[src/rtl/async_frame_receiver_if.sv]
// async_frame_receiver_if: lane, strobe and frame inputs plus the committed-message outputs of the frame receiver
// master drives din/strobe/frame and observes the results; slave is the receiver side
interface async_frame_receiver_if #(
  parameter int LANE_W = 6,
  parameter int MSG_BITS = 100
);
  localparam int NBEATS = (MSG_BITS + LANE_W - 1) / LANE_W;
  localparam int CW = $clog2(NBEATS + 1);
  logic [LANE_W-1:0] din;
  logic strobe;
  logic frame;
  logic [MSG_BITS-1:0] msg;
  logic msg_valid;
  logic frame_err;
  logic [CW-1:0] beat_cnt;
  modport master(output din, strobe, frame, input msg, msg_valid, frame_err, beat_cnt);
  modport slave(input din, strobe, frame, output msg, msg_valid, frame_err, beat_cnt);
endinterface

[src/rtl/async_frame_receiver.sv]
// async_frame_receiver: synchronizes and glitch-filters an async lane/strobe/frame bus and assembles framed beats into messages
// clk, rst_n (async active-low); bus.din/strobe/frame async in; bus.msg/msg_valid/frame_err/beat_cnt out
module async_frame_receiver #(
  parameter int LANE_W = 6,
  parameter int MSG_BITS = 100,
  parameter int SYNC_STAGES = 2,
  parameter int FILT_CYC = 4
) (
  input logic clk,
  input logic rst_n,
  async_frame_receiver_if.slave bus
);
  localparam int NBEATS = (MSG_BITS + LANE_W - 1) / LANE_W;
  localparam int CW = $clog2(NBEATS + 1);
  localparam int W = LANE_W + 2;
  localparam logic [CW-1:0] NB = CW'(NBEATS);
  localparam logic [7:0] FLAST = 8'(FILT_CYC - 1);
  typedef enum logic [1:0] {IDLE, RECV, OVFL} state_t;
  state_t state_q, state_d;
  logic [W-1:0] sync_q [SYNC_STAGES];
  logic [W-1:0] filt_q, filt_d;
  logic [7:0] fcnt_q [W];
  logic [7:0] fcnt_d [W];
  logic s_prev_q, f_prev_q;
  logic [CW-1:0] cnt_q, cnt_d;
  logic err_q, err_d;
  logic valid_q, valid_d;
  logic [MSG_BITS-1:0] asm_q, asm_d, msg_q, msg_d;
  logic [LANE_W-1:0] din_f;
  logic s_f, f_f, s_rise, f_rise, f_fall;
  assign din_f = filt_q[LANE_W-1:0];
  assign s_f = filt_q[LANE_W];
  assign f_f = filt_q[LANE_W+1];
  assign s_rise = s_f & ~s_prev_q;
  assign f_rise = f_f & ~f_prev_q;
  assign f_fall = ~f_f & f_prev_q;
  // per-bit filter: flip only after FILT_CYC consecutive cycles of disagreement
  always_comb begin
    filt_d = filt_q;
    for (int b = 0; b < W; b++) begin
      fcnt_d[b] = '0;
      if (sync_q[SYNC_STAGES-1][b] != filt_q[b]) begin
        fcnt_d[b] = (fcnt_q[b] == FLAST) ? 8'd0 : fcnt_q[b] + 8'd1;
        filt_d[b] = (fcnt_q[b] == FLAST) ? ~filt_q[b] : filt_q[b];
      end
    end
  end
  // f_rise restarts a frame from any state; f_fall takes priority over a coincident strobe
  always_comb begin
    state_d = state_q;
    cnt_d = cnt_q;
    err_d = err_q;
    asm_d = asm_q;
    msg_d = msg_q;
    valid_d = 1'b0;
    if (f_rise) begin
      state_d = RECV;
      cnt_d = '0;
      err_d = 1'b0;
    end else if (f_fall && state_q != IDLE) begin
      state_d = IDLE;
      if (state_q == RECV && cnt_q == NB) begin
        msg_d = asm_q;
        valid_d = 1'b1;
      end else err_d = 1'b1;
    end else if (s_rise && state_q == RECV) begin
      if (cnt_q == NB) begin
        state_d = OVFL;
        err_d = 1'b1;
      end else begin
        for (int i = 0; i < MSG_BITS; i++)
          if (i / LANE_W == int'(cnt_q)) asm_d[i] = din_f[i % LANE_W];
        cnt_d = cnt_q + CW'(1);
      end
    end
  end
  always_ff @(posedge clk or negedge rst_n) begin
    if (!rst_n) begin
      for (int s = 0; s < SYNC_STAGES; s++) sync_q[s] <= '0;
      for (int b = 0; b < W; b++) fcnt_q[b] <= '0;
      filt_q <= '0;
      s_prev_q <= 1'b0;
      f_prev_q <= 1'b0;
      state_q <= IDLE;
      cnt_q <= '0;
      err_q <= 1'b0;
      valid_q <= 1'b0;
      asm_q <= '0;
      msg_q <= '0;
    end else begin
      sync_q[0] <= {bus.frame, bus.strobe, bus.din};
      for (int s = 1; s < SYNC_STAGES; s++) sync_q[s] <= sync_q[s-1];
      for (int b = 0; b < W; b++) fcnt_q[b] <= fcnt_d[b];
      filt_q <= filt_d;
      s_prev_q <= s_f;
      f_prev_q <= f_f;
      state_q <= state_d;
      cnt_q <= cnt_d;
      err_q <= err_d;
      valid_q <= valid_d;
      asm_q <= asm_d;
      msg_q <= msg_d;
    end
  end
  assign bus.msg = msg_q;
  assign bus.msg_valid = valid_q;
  assign bus.frame_err = err_q;
  assign bus.beat_cnt = cnt_q;
endmodule

[src/flat_wrapper.sv]
// flat-port wrapper written by rule: the top's interface ports become plain ports
module async_frame_receiver_flat 
#(
  parameter int LANE_W = 6,
  parameter int MSG_BITS = 100,
  parameter int SYNC_STAGES = 2,
  parameter int FILT_CYC = 4
)
  (clk, rst_n, bus_din, bus_strobe, bus_frame, bus_msg, bus_msg_valid, bus_frame_err, bus_beat_cnt);
  async_frame_receiver_if #(.LANE_W(LANE_W), .MSG_BITS(MSG_BITS)) bus_i ();
  input logic clk;
  input logic rst_n;
  input wire logic [$bits(bus_i.din)-1:0] bus_din;
  input wire logic [$bits(bus_i.strobe)-1:0] bus_strobe;
  input wire logic [$bits(bus_i.frame)-1:0] bus_frame;
  output wire logic [$bits(bus_i.msg)-1:0] bus_msg;
  output wire logic [$bits(bus_i.msg_valid)-1:0] bus_msg_valid;
  output wire logic [$bits(bus_i.frame_err)-1:0] bus_frame_err;
  output wire logic [$bits(bus_i.beat_cnt)-1:0] bus_beat_cnt;
  assign bus_i.din = bus_din;
  assign bus_i.strobe = bus_strobe;
  assign bus_i.frame = bus_frame;
  assign bus_msg = bus_i.msg;
  assign bus_msg_valid = bus_i.msg_valid;
  assign bus_frame_err = bus_i.frame_err;
  assign bus_beat_cnt = bus_i.beat_cnt;
  async_frame_receiver #(.LANE_W(LANE_W), .MSG_BITS(MSG_BITS), .SYNC_STAGES(SYNC_STAGES), .FILT_CYC(FILT_CYC)) u_core (.clk(clk), .rst_n(rst_n), .bus(bus_i));
endmodule
[config.mk]
export PLATFORM = sky130hd
export DESIGN_NAME = async_frame_receiver_flat
export DESIGN_NICKNAME = d
export VERILOG_FILES = /design/src/rtl/async_frame_receiver_if.sv /design/src/rtl/async_frame_receiver.sv /design/src/flat_wrapper.sv
export SDC_FILE = /design/constraint.sdc
export NUM_CORES = 1
export LEC_CHECK = 0
export CAP_MARGIN = 20
export CORE_MARGIN = 5
export CORE_UTILIZATION = 55
export CTS_CLUSTER_DIAMETER = 60
export DETAILED_ROUTE_END_ITERATION = 10
export PLACE_DENSITY = 0.77
export SKIP_CTS_REPAIR_TIMING = 1
export SYNTH_ARGS = -nofsm -noshare
export SYNTH_HDL_FRONTEND = slang
export SYNTH_SLANG_ARGS = --single-unit
export TNS_END_PERCENT = 20
[constraint.sdc]
create_clock -name clk -period 2.9 [get_ports clk]
set_input_delay 0.435 -clock clk [delete_from_list [all_inputs] [get_ports clk]]
set_output_delay 0.435 -clock clk [all_outputs]
set_load 0.01 [all_outputs]
# After elaboration in Yosys (flattened, before gate mapping)
# Cells that the tools add are included.
dict set report totals {
  word_cells 173
  out_inout_bits 107
  input_bits 10
  regBits 299
}
dict set report classes {
  n_bitwise 16
  n_mux 32
  n_addsub 9
  reduce_logical 37
  n_eq_ne 37
}
# cell n
set ops {}
lappend ops {{$mux W8} 16}
lappend ops {{$reduce_and A5 Y1} 17}
lappend ops {{$add A8 B1 Y8 const B} 8}
lappend ops {{$eq A8 B2 Y1 const B} 8}
lappend ops {{$eq A5 B5 Y1 const A} 9}
lappend ops {{$eq A4 B5 Y1 const A} 4}
lappend ops {{$mux W5} 4}
lappend ops {{$reduce_and A2 Y1} 9}
lappend ops {{$not A1 Y1} 13}
lappend ops {{$eq A3 B5 Y1 const A} 2}
lappend ops {{$reduce_and A3 Y1} 3}
lappend ops {{$mux W1} 8}
lappend ops {{$mux W2} 4}
lappend ops {{$ne A1 B1 Y1} 8}
lappend ops {{$reduce_bool A3 Y1} 2}
lappend ops {{$add A5 B1 Y5 const B} 1}
lappend ops {{$eq A2 B5 Y1 const A} 1}
lappend ops {{$eq A5 B5 Y1 const B} 1}
lappend ops {{$logic_not A5 Y1} 1}
lappend ops {{$ne A2 B1 Y1 const B} 2}
lappend ops {{$reduce_bool A2 Y1} 2}
lappend ops {{$and A1 B1 Y1} 3}
lappend ops {{$logic_and A1 B1 Y1} 3}
lappend ops {{$ne A3 B2 Y1 const B} 1}
lappend ops {{$eq A2 B1 Y1 const B} 1}

# Longest topological paths before layout
# Gate-level depths: netlist of the first run.
dict set report logic_depth {
  depth_word 6
  ltp_mapped 9
  depth_no_buf 6
}

# Least setup slack after synthesis of the first run
# No wires, ideal clock.
dict set report synth_timing {
  kind {register to register}
  startpoint {reg u_core.cnt_q[1] (netlist: u_core.bus.beat_cnt[1])}
  endpoint {reg u_core.msg_q[21] (netlist: u_core.bus.msg[21])}
  slack_ns 0.740
  setup_time_ns 0.125
  required_time_ns 2.775
  synth_period_minus_slack_ns 2.160
  n_path_buf 3
  path_stages_with_launch 9
  arrival_ns 2.035
  path_cell_list {dfrtp_1 > inv_1 > ha_1 > nand4bb_1 > buf_2 > or4_4 > buf_6 > buf_6 > mux2_4}
}
dict set report synth_via {
  elab_chain_cells 3
}
# element line_no
set synth_rtl {}
lappend synth_rtl {{from (decl)} async_frame_receiver.sv:25} ;# logic [CW-1:0] cnt_q, cnt_d;
lappend synth_rtl {{from (signal assigned)} async_frame_receiver.sv:98} ;# cnt_q <= cnt_d;
lappend synth_rtl {{$eq A5 B5 Y1} async_frame_receiver.sv:62} ;# if (state_q == RECV && cnt_q == NB) begin
lappend synth_rtl {{$logic_and A1 B1 Y1} async_frame_receiver.sv:62}
lappend synth_rtl {{$reduce_and A3 Y1 (no source line)} n/a}
lappend synth_rtl {{to (signal assigned)} async_frame_receiver.sv:102} ;# msg_q <= msg_d;
lappend synth_rtl {{to (decl)} async_frame_receiver.sv:28} ;# logic [MSG_BITS-1:0] asm_q, asm_d, msg_q, msg_d;
# No other way between the ends.
# A chain may end at the register's enable or synchronous reset.

# Worst setup path after layout of the first run
dict set report layout_timing {
  startpoint {reg u_core.state_q[1]}
  endpoint {reg u_core.asm_q[72]}
}
dict set report layout_via {
  elab_chain_cells 4
  word_cells_on_any_way 6
  classes_between {eq/ne: 1; bitwise: 1; reduce/logical: 4}
}
# element line_no
set layout_rtl {}
lappend layout_rtl {{from (decl)} async_frame_receiver.sv:19} ;# state_t state_q, state_d;
lappend layout_rtl {{from (signal assigned)} async_frame_receiver.sv:97} ;# state_q <= state_d;
lappend layout_rtl {{$reduce_bool A2 Y1} async_frame_receiver.sv:60} ;# end else if (f_fall && state_q != IDLE) begin
lappend layout_rtl {{$logic_and A1 B1 Y1} async_frame_receiver.sv:60}
lappend layout_rtl {{$not A1 Y1 (no source line)} n/a}
lappend layout_rtl {{$reduce_and A5 Y1 (no source line) *} n/a}
lappend layout_rtl {{to (signal assigned)} async_frame_receiver.sv:101} ;# asm_q <= asm_d;
lappend layout_rtl {{to (decl)} async_frame_receiver.sv:28}
# Mark *: on every way between the ends. The rest lies on a longest branch, timed or not.

==> flow_summary.yaml, run 1 <==
run_status:
  outcome: "finished, final reports clean"
hold_path:
  worstHoldStart: "bus_frame"
  worstHoldPathCells: 1
  hold_path.class: "in2reg"
  holdPathEnd: "u_core.sync_q[15]"
clock_network:
  clock_path_buffers: 3
  cts.sinks: 299
  tritoncts: "done"
  clk_latency_ps: 550
  clock_tree.root_cell: "clkbuf_16"
  cts_buffers: 30
  cts.clk_slew.worst_paths_ps: 60
  cts.htree.levels: 1
sta:
  rsz0062_at_grt: "false"
  finalCritPeriodShare_pct: 78.0
  tightest_slew_ps: 930
  timing.final.ws_setup_ps: 639
  max_clock_freq_mhz: 442
  clock_skew_ps: 15.2
  period_needed_ps: 2260
  slew_headroom_pct: 38.0
  slew_violations: 0
  hold_viol: 0
  fin_tns_setup_ps: 0
  setup_viol: 0
logic_synthesis:
  yosys_warnings: 0
  syn-instance-count: 840
  synth_async_sr_flop_share_pct: 100
  ys.flop_type: "dfrtp_1"
  avgSynthCellArea_um2: 14.5
  synthTopCellsByArea: "dfrtp_1 62%, mux2_2 12%, mux2_4 9.6%, xor2_1 2.7%, nor2_1 2.0%"
  ys_seq_area_share_pct: 61.5
  syn_area_um2: 12200
  yosysTopAreaCell: "dfrtp_1"
  ys_seq_elements: 299
  ys_types: 39
  synth_edf_count: 0
  synth_top_area_share_pct: 61.5
  mappedNetlistNets: 863
critical_path:
  r2r_slack_ps: 640
  timing.rr.end: "u_core.asm_q[72]"
  crit_path_start_kind: "flip-flop"
  crit_path_end_kind: "flip-flop"
  r2r_start: "u_core.state_q[1]"
  cp.arrival_ps: 2680
  worstSetupPathType: "reg2reg"
  required_ps: 3320
  r2r_cells: 4
  cp_max_fo: 16
power:
  peakVddDrop_mv: 0.510
  clockPowerShare_pct: 36.5
  seq_power_share_pct: 49.2
  p_int_mw: 7.53
  p_sw_share_pct: 28.0
  p_sw_mw: 2.93
  pwr-share-comb_pct: 14.3
  leakage_nw: 7.33
  power.density_nw_per_um2: 714
floorplan:
  die_x_um: 159
  num_rows: 54
  core_um2: 21800
  initial_core_util_pct: 55.7
  die_y_um: 159
  die_area_um2: 25200
  ios: 117
global_route:
  grt_usage_pct: 18.5
  use_met3_pct: 3.60
  grt_use_met1_pct: 25.8
  grt_pass1_wl_um: 39300
  grt_max_degree: 87
  gr-total-overflow: 0
  top_usage_layer: "met2"
  grt_pass1_vias: 7330
  antenna_found_initial: 0
  grt_use_met2_pct: 30.4
place:
  dp_slack_ps: 705
  port_buffers: 116
  dp_hpwl_um: 15600
  place_congestion: 0.817
route:
  drcViolationCount: 0
  routed_wl_um: 23400
  firstDrtPassIters: 4
  vias: 6881
  drt-vias-per-instance: 5.39
  drt_iter0_drc: 471
  ant_nets: 0
  wl_per_cell_um: 18.4
run:
  drv_cap: 0
final_layout:
  finalNetCount: 997
  synthToLayoutAreaGrowth_pct: 20.6
  num_antenna_cells: 0
  drive_gt1_share_pct: 28.0
[cells in the final DEF, fill, tap and decap left out, types with 9 or more instances in the layout]
| cell | instances |
|---|---|
| dfrtp_1 | 299 |
| mux2_2 | 130 |
| clkdlybuf4s50_1 | 115 |
| mux2_4 | 78 |
| nor2_1 | 64 |
| xor2_1 | 37 |
| nand3_1 | 32 |
| nand2_1 | 32 |
| clkbuf_16 | 30 |
| and3_1 | 27 |
| xnor2_1 | 18 |
| buf_4 | 14 |
| ha_1 | 13 |
| inv_1 | 10 |
| nor3_1 | 9 |
[cell usage after synthesis (all sizes together) (2+ instances only)]
library cell / number
and3: 27
nand4: 5
nor2: 64
dfrtp: 299
inv: 10
and2: 5
o21ai: 5
nor4b: 8
a31oi: 3
nand3: 32
a21oi: 7
ha: 13
or4: 2
nor2b: 2
clkbuf: 19
nand4bb: 2
xnor2: 18
nand2b: 4
nor3: 9
mux2: 208
a211oi: 2
and4: 4
nand2: 32
buf: 14
xor2: 37
[through the flow]
stage | power, mW | cells | area (µm²) | utilization (%) | hold WS (ps)
floorplan | 6.03 | 840 | 12200 | - | 139
global placement | 6.66 | 1221 | 13700 | 62.6 | 335
detailed placement | 6.73 | 1221 | 13700 | 62.6 | 339
CTS | 10.6 | 1275 | 14700 | 67.2 | -86.8
global route | 11.0 | 1276 | 14700 | 67.2 | 299
finish | 10.5 | 1276 | 14700 | 67.2 | 320
[cells by family after synthesis]
logic type	after synthesis	share of synthesized area (%)
mux	209	21.7
buf+inv	43	1.95
xor+xnor	55	3.96
simple gates	198	8.27
compound gates	22	1.12
flops	299	61.5
fa+ha+maj	14	1.42
[metal layers]
| layer | up-vias | wire length [µm] |
|---|---|---|
| met5 | - | 0 |
| met4 | 0 | 499 |
| met3 | 37 | 1060 |
| met2 | 145 | 11300 |
| met1 | 3509 | 10600 |
| li1 | 3190 | - |
[critical path, stage by stage (launching register included)]
cell and delay [ps]:
dfrtp_1 410, and4bb_1 590, and4_1 330, and3_1 410, mux2_2 380
[area by class of cell]
cell class	instances	area (µm²)
Clock inverter	12	131
Inverter	10	37.5
Multi-Input combinational cell	498	4440
Fill cell	1538	7150
Timing Repair Buffer	135	1360
Sequential cell	299	7480
Clock buffer	42	866
Tap cell	280	350
[sequential cells by signal (all words and copies together) (netlist names)]
register	count
u_core.state_q	2
u_core.fcnt_q	64
u_core.f_prev_q	1
u_core.bus.beat_cnt	5
u_core.asm_q	100
u_core.sync_q	16
u_core.bus.frame_err	1
u_core.bus.msg_valid	1
u_core.bus.msg	100
u_core.filt_q	8
u_core.s_prev_q	1
[power by group through the flow]
stage | clock network (mW) | registers (mW) | logic [mW]
2_1_floorplan | 0 | 4.92 | 1.11
3_3_place_gp | 0 | 5.21 | 1.46
3_5_place_dp | 0 | 5.22 | 1.51
4_1_cts | 3.92 | 5.15 | 1.52
5_1_grt | 4.12 | 5.22 | 1.67
6_report | 3.82 | 5.15 | 1.50
[worst max-delay path by stage]
stage                                 from            endpoint  cells past startpoint
floorplan           u_core.bus.beat_cnt[1]  u_core.bus.msg[21]                      8
detailed placement       u_core.state_q[1]    u_core.asm_q[85]                      4
CTS                      u_core.state_q[1]    u_core.asm_q[72]                      4
global route        u_core.bus.beat_cnt[1]  u_core.bus.msg[56]                      6
global placement    u_core.bus.beat_cnt[0]  u_core.bus.msg[87]                      5
finish                   u_core.state_q[1]    u_core.asm_q[72]                      4
No activity file was read; power rests on OpenSTA's default activity.
==> inputs of run 2 (changes only) <==
clock period = 2.11 ns   (was 2.9 ns; I/O delays follow)
==> run 2 against run 1 <==
  * Maximum frequency grew 9.4%
  * Combinational power grew 65%
  * Highest routed layer unchanged
  * Die area is the same
  * Cell count grew 1.5%
  * Sequential share of layout area shrank 0.94 points
  * Via count grew 1.1%
==> flow_summary.yaml, run 2 (synthesized netlist as in run 1, its figures left out) <==
power:
  p_sw_share_pct: 27.8
  total_power_mw: 14.9
  leakage_nw: 7.47
  p_int_mw: 10.8
  pwr-share-comb_pct: 16.6
  peakVddDrop_mv: 0.898
  p_sw_mw: 4.16
  seq_power_share_pct: 46.2
  power.density_nw_per_um2: 1000
  clockPowerShare_pct: 37.3
route:
  firstDrtPassIters: 4
  ant_nets: 0
  drt-vias-per-instance: 5.37
  routed_wl_um: 24000
  vias: 6955
  drt_iter0_drc: 321
  drcViolationCount: 0
  wl_per_cell_um: 18.5
clock_network:
  cts_buffers: 30
  cts.htree.levels: 1
  cts.sinks: 299
  clock_tree.root_cell: "clkbuf_16"
  cts.clk_slew.worst_paths_ps: 60
  clock_path_buffers: 3
  tritoncts: "done"
  clk_latency_ps: 540
hold_path:
  hold_path.class: "in2reg"
  worstHoldStart: "bus_din[3]"
sta:
  hold_viol: 0
  slew_violations: 0
  period_needed_ps: 2070
  fin_tns_setup_ps: 0
  clock_skew_ps: 11.3
  max_clock_freq_mhz: 484
  setup_viol: 0
  tightest_slew_ps: 541
  slew_headroom_pct: 64.0
  finalCritPeriodShare_pct: 97.9
  whs_ps: 213
  rsz0062_at_grt: "true"
final_layout:
  finalNetCount: 1016
  seq_area_um2: 7490
  num_antenna_cells: 0
  fillers: 1511
  multi_input_area_um2: 4450
  synthToLayoutAreaGrowth_pct: 23.0
  final_common_cell: "dfrtp_1"
  drive_gt1_share_pct: 30.0
  final_cell_mix: "296 x dfrtp_1, 130 x mux2_2, 115 x clkdlybuf4s50_1, 78 x mux2_4, 64 x nor2_1"
global_route:
  grt_use_met1_pct: 27.1
  use_met3_pct: 3.71
  top_usage_layer: "met2"
  grt_pass1_wl_um: 40300
  grt_max_degree: 65
  grt_usage_pct: 19.2
  antenna_found_initial: 0
  grt_pass1_vias: 7410
  grt_use_met2_pct: 31.3
  gr-total-overflow: 0
critical_path:
  cp_slowest_cell: "or4_4"
  cp_max_fo: 39
  required_ps: 2540
  startpoint: "u_core.bus.beat_cnt[1]"
  r2r_slack_ps: 40
  crit_path_end_kind: "flip-flop"
  path_cells: "inv_2 -> ha_4 -> nand4bb_1 -> or4_4 -> buf_12 -> mux2_4"
  crit_path_start_kind: "flip-flop"
  max_stage_delay_ps: 570
  r2r_start: "u_core.bus.beat_cnt[1]"
  worstSetupPathType: "reg2reg"
  cp.arrival_ps: 2490
floorplan:
  die_x_um: 159
  core_um2: 21800
  die_area_um2: 25200
  initial_core_util_pct: 55.7
  die_y_um: 159
  num_rows: 54
  ios: 117
run_status:
  outcome: "finished, final reports clean"
run:
  drv_cap: 0
place:
  port_buffers: 116
  place_congestion: 0.839
  dp_hpwl_um: 16000
==> run 2: final timing paths <==
path | to | cells past startpoint
max in group asynchronous | u_core.asm_q[34] | 3
min in group asynchronous | u_core.asm_q[98] | 2
setup / recovery | u_core.bus.msg[30] | 6
setup reg to reg | u_core.bus.msg[30] | 6
hold reg to reg | u_core.sync_q[3] | 0
hold / removal | u_core.sync_q[11] | 1
==> run 2: layout make-up <==
class / count / share of cell area (%)
Timing Repair Buffer: 154 / 10.5
Sequential cell: 299 / 50.1
Clock buffer: 41 / 5.84
Clock inverter: 13 / 1.24
Inverter: 10 / 0.251
Multi-Input combinational cell: 498 / 29.8
Tap cell: 280 / 2.34
==> run 2: critical path: cells and delay by family, from the launching register on <==
kind,cells,cell delay (ps)
AND/OR/NAND/NOR,2,690
buffers and inverters,2,320
multiplexers,1,330
flip-flops,1,440
adder cells (fa/ha/maj),1,130
==> run 2: power by group through the flow <==
stage	clock network, mW	logic, mW	registers [mW]
2_1_floorplan	0	1.53	6.77
5_1_grt	5.96	2.75	6.98
3_3_place_gp	0	2.42	6.96
6_report	5.57	2.47	6.90
3_5_place_dp	0	2.49	6.98
4_1_cts	5.69	2.51	6.89
==> run 2: metrics by stage <==
step                      util [%]  instances  worst slack [ps]  area (µm²)
after floorplan                  -        840             0.311       12200
after global placement        63.6       1240              95.7       13900
after detailed placement      63.6       1240              70.3       13900
after CTS                     68.5       1294              54.3       14900
after global routing          68.5       1295             -6.35       15000
final                         68.5       1295              43.9       15000
==> run 2: layer usage <==
layer / up-vias / part of all wire (%)
met2: 124 / 49
met5: - / 0
met1: 3576 / 45
li1: 3227 / -
met4: 0 / 1.4
met3: 28 / 4.6
==> inputs of run 3 (changes only) <==
TNS_END_PERCENT = default   (was 20)
==> run 3 against run 2 <==
  * Non-clock buffer count is the same
  * Highest routed layer unchanged
  * Sequential cell count stayed put
  * Register-to-register slack about the same
  * Largest power group unchanged
  * Critical path type unchanged
  * Sequential share of layout area stayed put
  * Combinational power hardly changed
  * Clock power hardly changed
==> flow_summary.yaml, run 3 (synthesized netlist as in run 1, its figures left out) <==
run_status:
  outcome: "finished, final reports clean"
sta:
  slew_violations: 0
  period_needed_ps: 2070
  clock_skew_ps: 11.0
  timing.final.ws_setup_ps: 35.4
  setup_viol: 0
  hold_viol: 0
  finalCritPeriodShare_pct: 98.3
  max_clock_freq_mhz: 482
  rsz0062_at_grt: "true"
  tightest_slew_ps: 547
  whs_ps: 214
  slew_headroom_pct: 63.5
critical_path:
  required_ps: 2530
  cp_max_fo: 39
  crit_path_end_kind: "flip-flop"
  cp.arrival_ps: 2500
  worstSetupPathType: "reg2reg"
  crit_path_start_kind: "flip-flop"
power:
  leakage_nw: 7.47
  power.density_nw_per_um2: 999
  total_power_mw: 14.9
  peakVddDrop_mv: 0.896
global_route:
  gr-total-overflow: 0
  grt_max_degree: 65
  grt_pass1_vias: 7410
  grt_pass1_wl_um: 40300
  antenna_found_initial: 0
  grt_usage_pct: 19.2
route:
  firstDrtPassIters: 4
  ant_nets: 0
  drcViolationCount: 0
  drt-vias-per-instance: 5.35
  drt_iter0_drc: 294
  vias: 6925
  wl_per_cell_um: 18.5
  routed_wl_um: 24000
clock_network:
  cts.clk_slew.worst_paths_ps: 60
  clock_tree.root_cell: "clkbuf_16"
  clk_latency_ps: 540
  clock_path_buffers: 3
  cts_buffers: 30
  cts.sinks: 299
  cts.htree.levels: 1
  tritoncts: "done"
floorplan:
  num_rows: 54
  die_y_um: 159
  die_x_um: 159
  core_um2: 21800
  initial_core_util_pct: 55.7
  die_area_um2: 25200
  ios: 117
final_layout:
  drive_gt1_share_pct: 30.0
  layout.cells.non_filler: 1295
  finalNetCount: 1016
  synthToLayoutAreaGrowth_pct: 23.0
  num_antenna_cells: 0
  fin_area_um2: 15000
  final_cell_mix: "296 x dfrtp_1, 130 x mux2_2, 115 x clkdlybuf4s50_1, 78 x mux2_4, 64 x nor2_1"
  final_common_cell: "dfrtp_1"
place:
  port_buffers: 116
  place_area_um2: 13900
  place_congestion: 0.839
  dp_hpwl_um: 16000
  placedCellCount: 1240
  dp_slack_ps: 70.3
hold_path:
  hold_path.class: "in2reg"
run:
  drv_cap: 0
-- run 3: routing by layer --
metal / global-route usage, % / share of wire, % / vias up / routed length (µm)
li1: - / - / 3226 / -
met4: 3.99 / 1.4 / 0 / 333
met5: 0 / 0 / - / 0
met1: 27.1 / 45 / 3551 / 10900
met3: 3.71 / 4.6 / 28 / 1100
met2: 31.3 / 49 / 120 / 11700
-- run 3: worst max-delay path: stages, from the launching register on --
cell	delay, ps
dfrtp_2	440
inv_2	90
ha_4	140
nand4bb_1	130
or4_4	570
buf_12	230
mux2_4	330
-- run 3: final timing paths --
kind                                         from            endpoint  slack [ps]  cells past startpoint
setup / recovery           u_core.bus.beat_cnt[1]  u_core.bus.msg[44]          40                      6
hold / removal                         bus_din[3]   u_core.sync_q[11]         210                      1
setup reg to reg           u_core.bus.beat_cnt[1]  u_core.bus.msg[44]          40                      6
hold reg to reg                 u_core.sync_q[11]    u_core.sync_q[3]         350                      0
max in group asynchronous                   rst_n    u_core.asm_q[34]        1170                      3
min in group asynchronous                   rst_n    u_core.asm_q[98]         340                      2
-- run 3: cell type report --
cell class / instances / area [µm²]
repair buffers: 154 / 1570
clock buffers: 41 / 873
inverters: 10 / 37.5
multi-input cells: 498 / 4450
well taps: 280 / 350
fillers: 1511 / 6870
clock inverters: 13 / 185
flip-flops and latches: 299 / 7490
-- run 3: power breakdown --
part	total (mW)	internal [mW]	switching, mW
combinational	2.47	1.08	1.39
sequential	6.90	6.32	0.574
clock	5.57	3.39	2.18
-- run 3: per-stage QoR --
stage | TNS [ps] | utilization [%]
floorplan | 0 | -
global placement | 0 | 63.6
detailed placement | 0 | 63.6
CTS | 0 | 68.5
global route | -16.6 | 68.5
finish | 0 | 68.5
